## config.mk

```make
export PLATFORM = sky130hd
export DESIGN_NAME = fifo_stream_reader_flat
export DESIGN_NICKNAME = d
export VERILOG_FILES = /design/src/rtl/fifo_stream_reader_pkg.sv /design/src/rtl/fifo_stream_reader_if.sv /design/src/rtl/stream_skid_buf.sv /design/src/rtl/fifo_stream_reader.sv /design/src/flat_wrapper.sv
export SDC_FILE = /design/constraint.sdc
export NUM_CORES = 1
export LEC_CHECK = 0
export BUFFER_PORTS_ARGS = -buffer_cell sky130_fd_sc_hd__buf_2
export CAP_MARGIN = 30
export CORE_MARGIN = 2
export CORE_UTILIZATION = 40
export CTS_CLUSTER_DIAMETER = 40
export DETAILED_ROUTE_END_ITERATION = 6
export GPL_TIMING_DRIVEN = 0
export SYNTH_ARGS = -nofsm -noshare
export SYNTH_HDL_FRONTEND = slang
export SYNTH_HIERARCHICAL = 1
export SYNTH_SLANG_ARGS = --single-unit
```

## constraint.sdc

```tcl
create_clock -name fifo_rclk -period 4.3 [get_ports fifo_rclk]
set_input_delay 0.86 -clock fifo_rclk [delete_from_list [all_inputs] [get_ports fifo_rclk]]
set_output_delay 0.86 -clock fifo_rclk [all_outputs]
set_load 0.01 [all_outputs]
```

## src/rtl/fifo_stream_reader_pkg.sv

```systemverilog
// Shared types and constants for the FIFO stream reader and its skid buffer.
package fifo_stream_reader_pkg;

    typedef enum logic [1:0] {
        IDLE  = 2'd0,
        RUN   = 2'd1,
        FLUSH = 2'd2
    } rd_state_e;

    localparam int BUF_DEPTH = 2;

    // True when a new pop can be issued without overrunning the buffer.
    // A word leaving downstream this cycle frees a slot.
    function automatic logic has_space(input logic [1:0] occ,
                                       input logic       inflight,
                                       input logic       xfer);
        return ({1'b0, occ} + {2'b00, inflight}) < (3'(BUF_DEPTH) + {2'b00, xfer});
    endfunction

endpackage

```

## src/rtl/fifo_stream_reader_if.sv

```systemverilog
// Bundles the FIFO read port and the outgoing valid/ready stream of fifo_stream_reader.
interface fifo_stream_reader_if #(
    parameter int DATA_WIDTH = 8
);
    logic                  fifo_ren;
    logic [DATA_WIDTH-1:0] fifo_rdata;
    logic                  fifo_empty;
    logic                  m_valid;
    logic [DATA_WIDTH-1:0] m_data;
    logic                  m_ready;

    modport master (
        output fifo_ren, m_valid, m_data,
        input  fifo_rdata, fifo_empty, m_ready
    );

    modport slave (
        input  fifo_ren, m_valid, m_data,
        output fifo_rdata, fifo_empty, m_ready
    );
endinterface

```

## src/rtl/stream_skid_buf.sv

```systemverilog
// stream_skid_buf: 2-entry FIFO-ordered holding buffer with push/pop/clear and a registered head.
module stream_skid_buf
    import fifo_stream_reader_pkg::*;
#(
    parameter int DATA_WIDTH = 8
) (
    input  logic                  clk_i,
    input  logic                  rst_i,
    input  logic                  push_i,
    input  logic [DATA_WIDTH-1:0] push_data_i,
    input  logic                  pop_i,
    input  logic                  clear_i,
    output logic [1:0]            occupancy_o,
    output logic [DATA_WIDTH-1:0] head_o
);
    logic [DATA_WIDTH-1:0] head_q, head_d;
    logic [DATA_WIDTH-1:0] tail_q, tail_d;
    logic [1:0]            occ_q, occ_d;

    // Clear wins over everything; push into a full buffer is never requested by the caller.
    always_comb begin
        head_d = head_q;
        tail_d = tail_q;
        occ_d  = occ_q;
        if (clear_i) begin
            occ_d = 2'd0;
        end else begin
            case ({push_i, pop_i})
                2'b10: begin
                    if (occ_q == 2'd0) begin
                        head_d = push_data_i;
                    end else begin
                        tail_d = push_data_i;
                    end
                    if (occ_q < 2'(BUF_DEPTH)) begin
                        occ_d = occ_q + 2'd1;
                    end
                end
                2'b01: begin
                    if (occ_q != 2'd0) begin
                        head_d = tail_q;
                        occ_d  = occ_q - 2'd1;
                    end
                end
                2'b11: begin
                    if (occ_q == 2'd2) begin
                        head_d = tail_q;
                        tail_d = push_data_i;
                    end else begin
                        head_d = push_data_i;
                        occ_d  = 2'd1;
                    end
                end
                default: begin
                    occ_d = occ_q;
                end
            endcase
        end
    end

    always_ff @(posedge clk_i) begin
        if (rst_i) begin
            head_q <= '0;
            tail_q <= '0;
            occ_q  <= 2'd0;
        end else begin
            head_q <= head_d;
            tail_q <= tail_d;
            occ_q  <= occ_d;
        end
    end

    assign occupancy_o = occ_q;
    assign head_o      = head_q;
endmodule

```

## src/rtl/fifo_stream_reader.sv

```systemverilog
// fifo_stream_reader: drains a FIFO read port into a valid/ready stream through a 2-entry skid buffer.
// Define FIFO_STREAM_READER_STATS_EN to add the saturating stall_count output.
module fifo_stream_reader
    import fifo_stream_reader_pkg::*;
#(
    parameter int    DATA_WIDTH        = 8,
    parameter string READ_FALL_THROUGH = "TRUE",
    parameter int    CNT_WIDTH         = 16
) (
    input  logic                 fifo_rclk,
    input  logic                 fifo_rrst,
    input  logic                 en,
    input  logic                 flush,
    fifo_stream_reader_if.master rd_if,
    output logic                 busy,
    output logic [CNT_WIDTH-1:0] word_count
`ifdef FIFO_STREAM_READER_STATS_EN
    ,
    output logic [CNT_WIDTH-1:0] stall_count
`endif
);
    localparam bit FALL_THROUGH = (READ_FALL_THROUGH == "TRUE");

    rd_state_e             state_q, state_d;
    logic                  inflight_q, inflight_d;
    logic [CNT_WIDTH-1:0]  word_count_q, word_count_d;
    logic [1:0]            occupancy;
    logic [DATA_WIDTH-1:0] head;
    logic                  valid_out;
    logic                  xfer;
    logic                  space_ok;
    logic                  pop_req;
    logic                  push;
    logic                  clear_buf;
    logic                  busy_int;

    assign valid_out = (occupancy != 2'd0) && (state_q != FLUSH);
    assign xfer      = valid_out && rd_if.m_ready;
    assign space_ok  = has_space(occupancy, inflight_q, xfer);

    always_ff @(posedge fifo_rclk) begin
        if (fifo_rrst) begin
            state_q <= IDLE;
        end else begin
            state_q <= state_d;
        end
    end

    always_comb begin
        state_d = state_q;
        if (flush && state_q != FLUSH) begin
            state_d = FLUSH;
        end else begin
            case (state_q)
                IDLE:    if (en) state_d = RUN;
                RUN:     if (!en) state_d = IDLE;
                FLUSH:   if (rd_if.fifo_empty && !inflight_q) state_d = en ? RUN : IDLE;
                default: state_d = IDLE;
            endcase
        end
    end

    // In FLUSH every popped or landing word is thrown away, so push is gated off there.
    always_comb begin
        pop_req   = 1'b0;
        busy_int  = (state_q == FLUSH);
        clear_buf = flush || (state_q == FLUSH);
        case (state_q)
            RUN:     pop_req = en && space_ok && !rd_if.fifo_empty;
            FLUSH:   pop_req = !rd_if.fifo_empty;
            default: pop_req = 1'b0;
        endcase
        if (FALL_THROUGH) begin
            push = pop_req && (state_q != FLUSH);
        end else begin
            push = inflight_q && (state_q != FLUSH);
        end
    end

    assign inflight_d   = FALL_THROUGH ? 1'b0 : pop_req;
    assign word_count_d = word_count_q + CNT_WIDTH'(xfer);

    always_ff @(posedge fifo_rclk) begin
        if (fifo_rrst) begin
            inflight_q   <= 1'b0;
            word_count_q <= '0;
        end else begin
            inflight_q   <= inflight_d;
            word_count_q <= word_count_d;
        end
    end

    stream_skid_buf #(
        .DATA_WIDTH (DATA_WIDTH)
    ) u_skid (
        .clk_i       (fifo_rclk),
        .rst_i       (fifo_rrst),
        .push_i      (push),
        .push_data_i (rd_if.fifo_rdata),
        .pop_i       (xfer),
        .clear_i     (clear_buf),
        .occupancy_o (occupancy),
        .head_o      (head)
    );

`ifdef FIFO_STREAM_READER_STATS_EN
    logic [CNT_WIDTH-1:0] stall_count_q, stall_count_d;

    // Saturates instead of wrapping so a long stall never reads as a short one.
    assign stall_count_d = (valid_out && !rd_if.m_ready && !(&stall_count_q))
                         ? stall_count_q + 1'b1 : stall_count_q;

    always_ff @(posedge fifo_rclk) begin
        if (fifo_rrst) begin
            stall_count_q <= '0;
        end else begin
            stall_count_q <= stall_count_d;
        end
    end

    assign stall_count = stall_count_q;
`endif

    assign rd_if.fifo_ren = pop_req;
    assign rd_if.m_valid  = valid_out;
    assign rd_if.m_data   = head;
    assign busy           = busy_int;
    assign word_count     = word_count_q;
endmodule
```

## src/flat_wrapper.sv

```systemverilog
// flat-port wrapper written by rule: the top's interface ports become plain ports
module fifo_stream_reader_flat import fifo_stream_reader_pkg::*;
#(
    parameter int    DATA_WIDTH        = 8,
    parameter string READ_FALL_THROUGH = "    ",
    parameter int    CNT_WIDTH         = 16
)
  (fifo_rclk, fifo_rrst, en, flush, busy, word_count, rd_if_fifo_ren, rd_if_m_valid, rd_if_m_data, rd_if_fifo_rdata, rd_if_fifo_empty, rd_if_m_ready);
  fifo_stream_reader_if #(.DATA_WIDTH(DATA_WIDTH)) rd_if_i ();
  input  logic fifo_rclk;
  input  logic fifo_rrst;
  input  logic en;
  input  logic flush;
  output logic busy;
  output logic [CNT_WIDTH-1:0] word_count;
  output wire logic [$bits(rd_if_i.fifo_ren)-1:0] rd_if_fifo_ren;
  output wire logic [$bits(rd_if_i.m_valid)-1:0] rd_if_m_valid;
  output wire logic [$bits(rd_if_i.m_data)-1:0] rd_if_m_data;
  input wire logic [$bits(rd_if_i.fifo_rdata)-1:0] rd_if_fifo_rdata;
  input wire logic [$bits(rd_if_i.fifo_empty)-1:0] rd_if_fifo_empty;
  input wire logic [$bits(rd_if_i.m_ready)-1:0] rd_if_m_ready;
  assign rd_if_fifo_ren = rd_if_i.fifo_ren;
  assign rd_if_m_valid = rd_if_i.m_valid;
  assign rd_if_m_data = rd_if_i.m_data;
  assign rd_if_i.fifo_rdata = rd_if_fifo_rdata;
  assign rd_if_i.fifo_empty = rd_if_fifo_empty;
  assign rd_if_i.m_ready = rd_if_m_ready;
  fifo_stream_reader #(.DATA_WIDTH(DATA_WIDTH), .READ_FALL_THROUGH(READ_FALL_THROUGH), .CNT_WIDTH(CNT_WIDTH)) u_core (.fifo_rclk(fifo_rclk), .fifo_rrst(fifo_rrst), .en(en), .flush(flush), .rd_if(rd_if_i), .busy(busy), .word_count(word_count));
endmodule
```

# ---- Word-level counts from Yosys, hierarchy flattened
# Index checks and enable logic that the tools add are counted.
dict set report word_totals {
  register_bits 37
  in_bits 14
  out_inout_bits 27
  word_cells 74
}
dict set report classes {
  add_sub_neg 5
  n_lt_le_gt_ge 2
  n_eq_ne 19
  muxes 18
  bitwise_logic 1
  n_reduce_logical 22
}
# cell n
set ops {}
lappend ops {{8-bit 2-to-1 mux} 5}
lappend ops {{8-bit case mux with 3 select lines} 1}
lappend ops {{16-bit by 1-bit adder with 16-bit output} 1}
lappend ops {{2-bit inequality test (second input constant)} 8}
lappend ops {{8-bit case mux with 2 select lines} 1}
lappend ops {{2-bit 2-to-1 mux} 7}
lappend ops {{2-bit case mux with 3 select lines} 2}
lappend ops {{4-bit AND reduction} 3}
lappend ops {{2-bit == test (second input constant)} 4}
lappend ops {{1-bit logical AND} 7}
lappend ops {{3-bit by 2-bit inequality test with 1-bit output (second input constant)} 2}
lappend ops {{3-bit AND reduction} 2}
lappend ops {{2-bit by 1-bit == test with 1-bit output (second input constant)} 2}
lappend ops {{2-bit zero test} 2}
lappend ops {{2-bit by 1-bit inequality test with 1-bit output (second input constant)} 2}
lappend ops {{2-bit nonzero test} 2}
lappend ops {{2-bit OR reduction} 2}
lappend ops {{2-bit by 1-bit adder with 3-bit output} 1}
lappend ops {{2-bit by 1-bit adder with 3-bit output (first input constant)} 1}
lappend ops {{3-bit less-than comparator} 1}
lappend ops {{3-bit by 1-bit inequality test with 1-bit output (second input constant)} 1}
lappend ops {{3-bit nonzero test} 1}
lappend ops {{2-bit by 1-bit adder with 2-bit output (second input constant)} 1}
lappend ops {{1-bit zero test} 2}
lappend ops {{other kinds (6)} 6}

# ---- Logic depth before layout (Yosys ltp)
dict set report logic_depth {
  ltp_word 8
  mapped_depth 10
  depth_no_buf 10
}

# ---- Hierarchy
# Netlist, hierarchy kept.
# mod n_inst cells_each area_each_um2 seq_area_each_um2
set modules_own_cells {}
lappend modules_own_cells {fifo_stream_reader 1 109 980.9 380.4}
lappend modules_own_cells {stream_skid_buf 1 80 830.8 360.3}

# ---- Worst setup path before layout
# OpenSTA, ideal clock, no wires.
dict set report synth_timing {
  path_kind {reg2reg}
  startpoint {reg u_core.state_q[0]}
  endpoint {reg u_core.word_count_q[14], in the netlist u_core/word_count[14]}
  setup_time_ps 127
  t_arrival_ps 2196
  required_ps 4173
  setup_slack_ps 1976
  path_stages_with_launch 11
  n_path_buf 0
  synth_period_minus_slack_ps 2324
  path_cell_list {dfxtp_1 inv_1 ha_1 nor2_1 and2_1 ha_1 ha_1 nand4_1 nor4_1 xnor2_1 nor2_1}
}
dict set report synth_between {
  elab_chain_len 4
}
# item line_no
set synth_lines {}
lappend synth_lines {{start: declaration} fifo_stream_reader.sv:24} ;# rd_state_e state_q, state_d;
lappend synth_lines {{start signal: assignment} fifo_stream_reader.sv:45} ;# state_q <= state_d;
lappend synth_lines {{2-bit inequality test} fifo_stream_reader.sv:37} ;# assign valid_out = (occupancy != 2'd0) && (state_q != FLUSH);
lappend synth_lines {{1-bit logical AND} fifo_stream_reader.sv:37}
lappend synth_lines {{net rd_if_m_valid} flat_wrapper.sv:17} ;# output wire logic [$bits(rd_if_i.m_valid)-1:0] rd_if_m_valid;
lappend synth_lines {{1-bit logical AND} fifo_stream_reader.sv:38} ;# assign xfer = valid_out && rd_if.m_ready;
lappend synth_lines {{net u_core.xfer} fifo_stream_reader.sv:30} ;# logic xfer;
lappend synth_lines {{16-bit by 1-bit adder with 16-bit output} fifo_stream_reader.sv:81} ;# assign word_count_d = word_count_q + CNT_WIDTH'(xfer);
lappend synth_lines {{end signal: assignment} fifo_stream_reader.sv:89} ;# word_count_q <= word_count_d;
lappend synth_lines {{end: declaration} fifo_stream_reader.sv:26} ;# logic [CNT_WIDTH-1:0] word_count_q, word_count_d;
# The timed path passes the listed nets, and every way through them passes these cells.
# A chain may end at the register's enable or synchronous reset.

# ---- Final worst setup path
dict set report layout_timing {
  startpoint {reg u_core.state_q[0]}
  endpoint {reg u_core.word_count_q[14], in the netlist u_core/word_count[14]}
}
dict set report layout_between {
  elab_chain_len 4
}
# item line_no
set layout_lines {}
lappend layout_lines {{2-bit inequality test} fifo_stream_reader.sv:37}
lappend layout_lines {{1-bit logical AND} fifo_stream_reader.sv:37}
lappend layout_lines {{1-bit logical AND} fifo_stream_reader.sv:38}
lappend layout_lines {{net u_core.xfer} fifo_stream_reader.sv:30}
lappend layout_lines {{16-bit by 1-bit adder with 16-bit output} fifo_stream_reader.sv:81}
# The timed path passes the listed nets, and every way through them passes these cells.

==> flow_results.org <==
** Cells and area
- In the final layout, the share of cells above drive strength 1 is 0.2585.
- Compared with the post-synthesis result, the final layout area differs by 20.79%.
- Footprint of the multi-input gates :: 998.5 sq um
- Excluding fillers, the count of instances in the completed layout stands at 288.
- 0 antenna diodes ended up in the layout.
- For this run, the post-layout net count is 257.
- Seq. cell area :: approximately 740 sq um
- Fill cell total of the finished layout :: 429
- Fraction of the core area covered by cells at the end of the flow :: 0.5026
- Cell area after layout :: between 2000 and 2500 sq um

** Timing
- Hold Fails Final Rpt :: 0
- Period Utilization, post-route :: 0.5887
- Highest clock frequency the design can meet :: 0.3950 GHz
- Clock period minus worst slack :: 2.531 ns
- Worst clock skew :: 0.004059 ns
- Final-report setup violation count :: 0
- For the pin with the worst max-slew slack, the measured transition is 0.5718 ns.
- Final hold analysis gives a worst-case slack of 0.5005 ns.
- Total negative slack for setup checks :: 0 ns
- The worst pin sits at a relative slew slack of 0.6188.
- Final Max Slew Viols :: 0
- Setup repair after global routing left no endpoint under its margin.
- Final worst slack :: 1.769 ns

** CTS
- Clock-pin slew was measured on the worst setup and hold paths at 0.07 ns.
- Num CTS Buffers :: 5
- Clock root buffer :: sky130_fd_sc_hd__clkbuf_8
- The tree built by TritonCTS fans out to 37 sinks.
- In this run the post-CTS setup repair buffer count came out at 0.
- H-tree depth reported by CTS :: 2
- Count of hold buffers inserted by post-cts repair :: 0
- TritonCTS built the clock tree.
- Max Buffers Root-to-Sink :: 2
- CTS resizes :: 0
- For the worst-skew pair, the clock arrives at the later sink with an insertion delay of 0.28 ns.

** Min path
- In this run the most critical hold path is launched from u_core/u_skid/tail_q[6].
- Endpoint, Worst Hold :: u_core/u_skid/tail_q[6]
- Worst hold path depth :: 2
- Class of the tightest hold or removal check :: flop to flop

** Logic synthesis
- By area the synthesized netlist is led by sky130_fd_sc_hd__dfxtp_1 41%, sky130_fd_sc_hd__mux2i_1 8.8%, sky130_fd_sc_hd__nor2_1 6.6%, sky130_fd_sc_hd__ha_1 5.5%, sky130_fd_sc_hd__xnor2_1 4.8%.
- Seq/Total Area, Yosys :: 0.4088
- Synth cell types :: 44
- Among all flip-flop cells after synthesis, the most frequent one is sky130_fd_sc_hd__dfxtp_1.
- Synthesis produced a netlist whose cell count is 189.
- Yosys instantiated no cell more often than sky130_fd_sc_hd__dfxtp_1.
- Of all cell types, the one taking the most synthesized area is sky130_fd_sc_hd__dfxtp_1.
- Counting flops with a built-in enable in the synthesized netlist gives 0.
- In the synthesized netlist, the cells that appear most often are 37 x sky130_fd_sc_hd__dfxtp_1, 32 x sky130_fd_sc_hd__nor2_1, 16 x sky130_fd_sc_hd__mux2i_1.
- Post-synthesis sequential element count :: 37
- Avg Cell Area, Syn :: 9.586 sq um
- For this run, asynchronously set or reset flops after synthesis account for 0.
- The share of synthesized area in the top cell type comes to 0.4088.
- Total nets after synthesis :: ~210
- The Yosys step of the flow raised 6 warnings.
- The mapped netlist covers around 1800 sq um.

** Worst setup path
- The startpoint identified for the worst register-to-register timing path is u_core/state_q[0].
- Endpoint type of the worst setup path :: flop
- Data on the critical path is required at its endpoint by around 4.5 ns.
- The worst register-to-register path ends at u_core/word_count[14].
- Startpoint of the worst setup timing path :: u_core/state_q[0]
- Arrival time at the worst endpoint :: 2.69 ns
- Worst reg-to-reg setup slack :: approximately 1.8 ns
- Cell count of the worst reg-to-reg path :: 10
- Class of the most critical setup path :: flop to flop
- Of all nets on the critical path, the largest fanout is 8.
- Crit path launch type :: flop

** Floorplanning
- Die H :: 71.30 um
- The region available for standard cell placement spans 4354 sq um.
- I/O pin count :: 41
- Row count :: 24
- The floorplan step set the die width to about 70 um.
- For this configuration, the core starts out at a cell density of 0.4161.
- Area of the die :: 5084 sq um

** Power
- The analysis attributes to cell leakage a power of just under 1 nW.
- Worst ir drop on vdd :: 0.2322 mV
- Dividing total power by cell area gives a power density of 323.7 nW/um^2.
- Power comes to 0.7083 mW.

** Global route
- Global-route wire length before repair :: 6210 um
- For this run the aggregate overflow at the end of global routing stands at 0.
- The via count of the first global-routing pass came to 1,435.
- The initial antenna violation count is 0.
- For this run, the total global-route usage over all layers was measured as 0.1504.
- Entering global routing, the biggest net connects 12 pins.

** Detailed routing
- Number of vias after detailed routing :: between 1,000 and 1,500
- Average detailed-routed wire length per instance :: 12.36 um
- Remaining number of nets flagged by the antenna check after routing :: 0
- Wires add up to 3559 um.
- Number of design-rule violations left by the first detailed-router iteration :: 78
- DR pass1 iterations :: 4
- Number of design rule violations left after detail routing :: 0
- Dividing the detail-routed via count by the number of cells gives 4.969.

** Placed design
- Summing all placed instances gives a cell area of around 2100 sq um.
- OpenSTA, run right after detailed placement, puts the worst setup slack at 1.765 ns.
- Detailed placement ended at an HPWL of 2599 um.
- Post-Place Cells :: 280
- Input and output buffers added on the ports amount to 39.
- GP Congestion :: 0.7260

** Status
- The run finished with clean final reports.

** Flow run
- Max-capacitance violation count :: 0
[layout make-up]
class | instances | area share
clock buffer | 7 | 0.03945
clock inverter | 1 | 0.01372
tap | 52 | 0.02973
multi-input combinational | 138 | 0.4563
timing repair buffer | 39 | 0.08919
sequential | 37 | 0.3385
buffer | 7 | 0.02115
inverter | 7 | 0.01201
[flip-flops by register name, summed over array words and instances, names as in the netlist]
name / count
u_core/u_skid/occupancy_o: 2
u_core/u_skid/tail_q: 8
u_core/inflight_q: 1
u_core/u_skid/head_o: 8
u_core/state_q: 2
u_core/word_count: 16
[per-layer routing]
metal  GRT usage  vias to the layer above  share of wire
li1            -                      755              -
met1      0.1783                      644           0.47
met2      0.2634                       30           0.48
met3     0.04360                        2          0.048
met4     0.04403                        0         0.0034
met5           0                        -              0
[critical path: stages (launching register included)]
cell and delay [ns]:
sky130_fd_sc_hd__dfxtp_1 0.37, sky130_fd_sc_hd__inv_1 0.09, sky130_fd_sc_hd__ha_1 0.29, sky130_fd_sc_hd__nor2_1 0.16
sky130_fd_sc_hd__and2_1 0.29, sky130_fd_sc_hd__ha_1 0.27, sky130_fd_sc_hd__ha_1 0.25, sky130_fd_sc_hd__nand4_1 0.17
sky130_fd_sc_hd__nor4_1 0.28, sky130_fd_sc_hd__xnor2_1 0.16, sky130_fd_sc_hd__nor2_1 0.05
[cell usage in the layout, fill, tap and decap left out, types with 2 or more instances in the layout]
master / synthesis / final
sky130_fd_sc_hd__a211oi_1: 7 / 7
sky130_fd_sc_hd__nor3_1: 6 / 6
sky130_fd_sc_hd__xor2_1: 4 / 4
sky130_fd_sc_hd__inv_1: 7 / 7
sky130_fd_sc_hd__o21ai_0: 2 / 2
sky130_fd_sc_hd__nand4_1: 4 / 4
sky130_fd_sc_hd__mux2i_1: 16 / 16
sky130_fd_sc_hd__nor2_1: 32 / 32
sky130_fd_sc_hd__clkbuf_1: 4 / 5
sky130_fd_sc_hd__clkbuf_8: 0 / 6
sky130_fd_sc_hd__xnor2_1: 10 / 10
sky130_fd_sc_hd__nor2b_1: 6 / 6
sky130_fd_sc_hd__nand3_1: 2 / 2
sky130_fd_sc_hd__buf_2: 1 / 40
sky130_fd_sc_hd__nand2_1: 7 / 7
sky130_fd_sc_hd__nand2b_1: 2 / 2
sky130_fd_sc_hd__nor2_2: 2 / 2
sky130_fd_sc_hd__dfxtp_1: 37 / 37
sky130_fd_sc_hd__a21oi_1: 3 / 3
sky130_fd_sc_hd__ha_1: 8 / 8
sky130_fd_sc_hd__a211oi_2: 2 / 2
sky130_fd_sc_hd__nor4_1: 4 / 4
[worst max-delay path by stage]
stage,endpoint,slack (ns),depth (start not counted)
global placement,u_core/word_count[14],1.75,8
CTS,u_core/word_count[14],1.77,10
global route,u_core/word_count[14],1.47,10
floorplan,u_core/word_count[14],1.98,10
finish,u_core/word_count[14],1.77,10
detailed placement,u_core/word_count[14],1.77,8
[logic make-up after synthesis]
kind of cell	synth area share
xor gates and xnor gates	0.06768
and+or+nand+nor	0.2238
buffers and inverters	0.04005
adders and majority gates	0.05525
DFF	0.4088
muxes	0.08840
AOI/OAI and AO/OA	0.1160
[power breakdown]
group          internal (mW)  leakage (nW)  switching (mW)
clock                  0.189        0.0585           0.118
sequential             0.346         0.298         0.00287
combinational         0.0231         0.633          0.0297
Note: power is estimated with default switching activity, not from simulation.
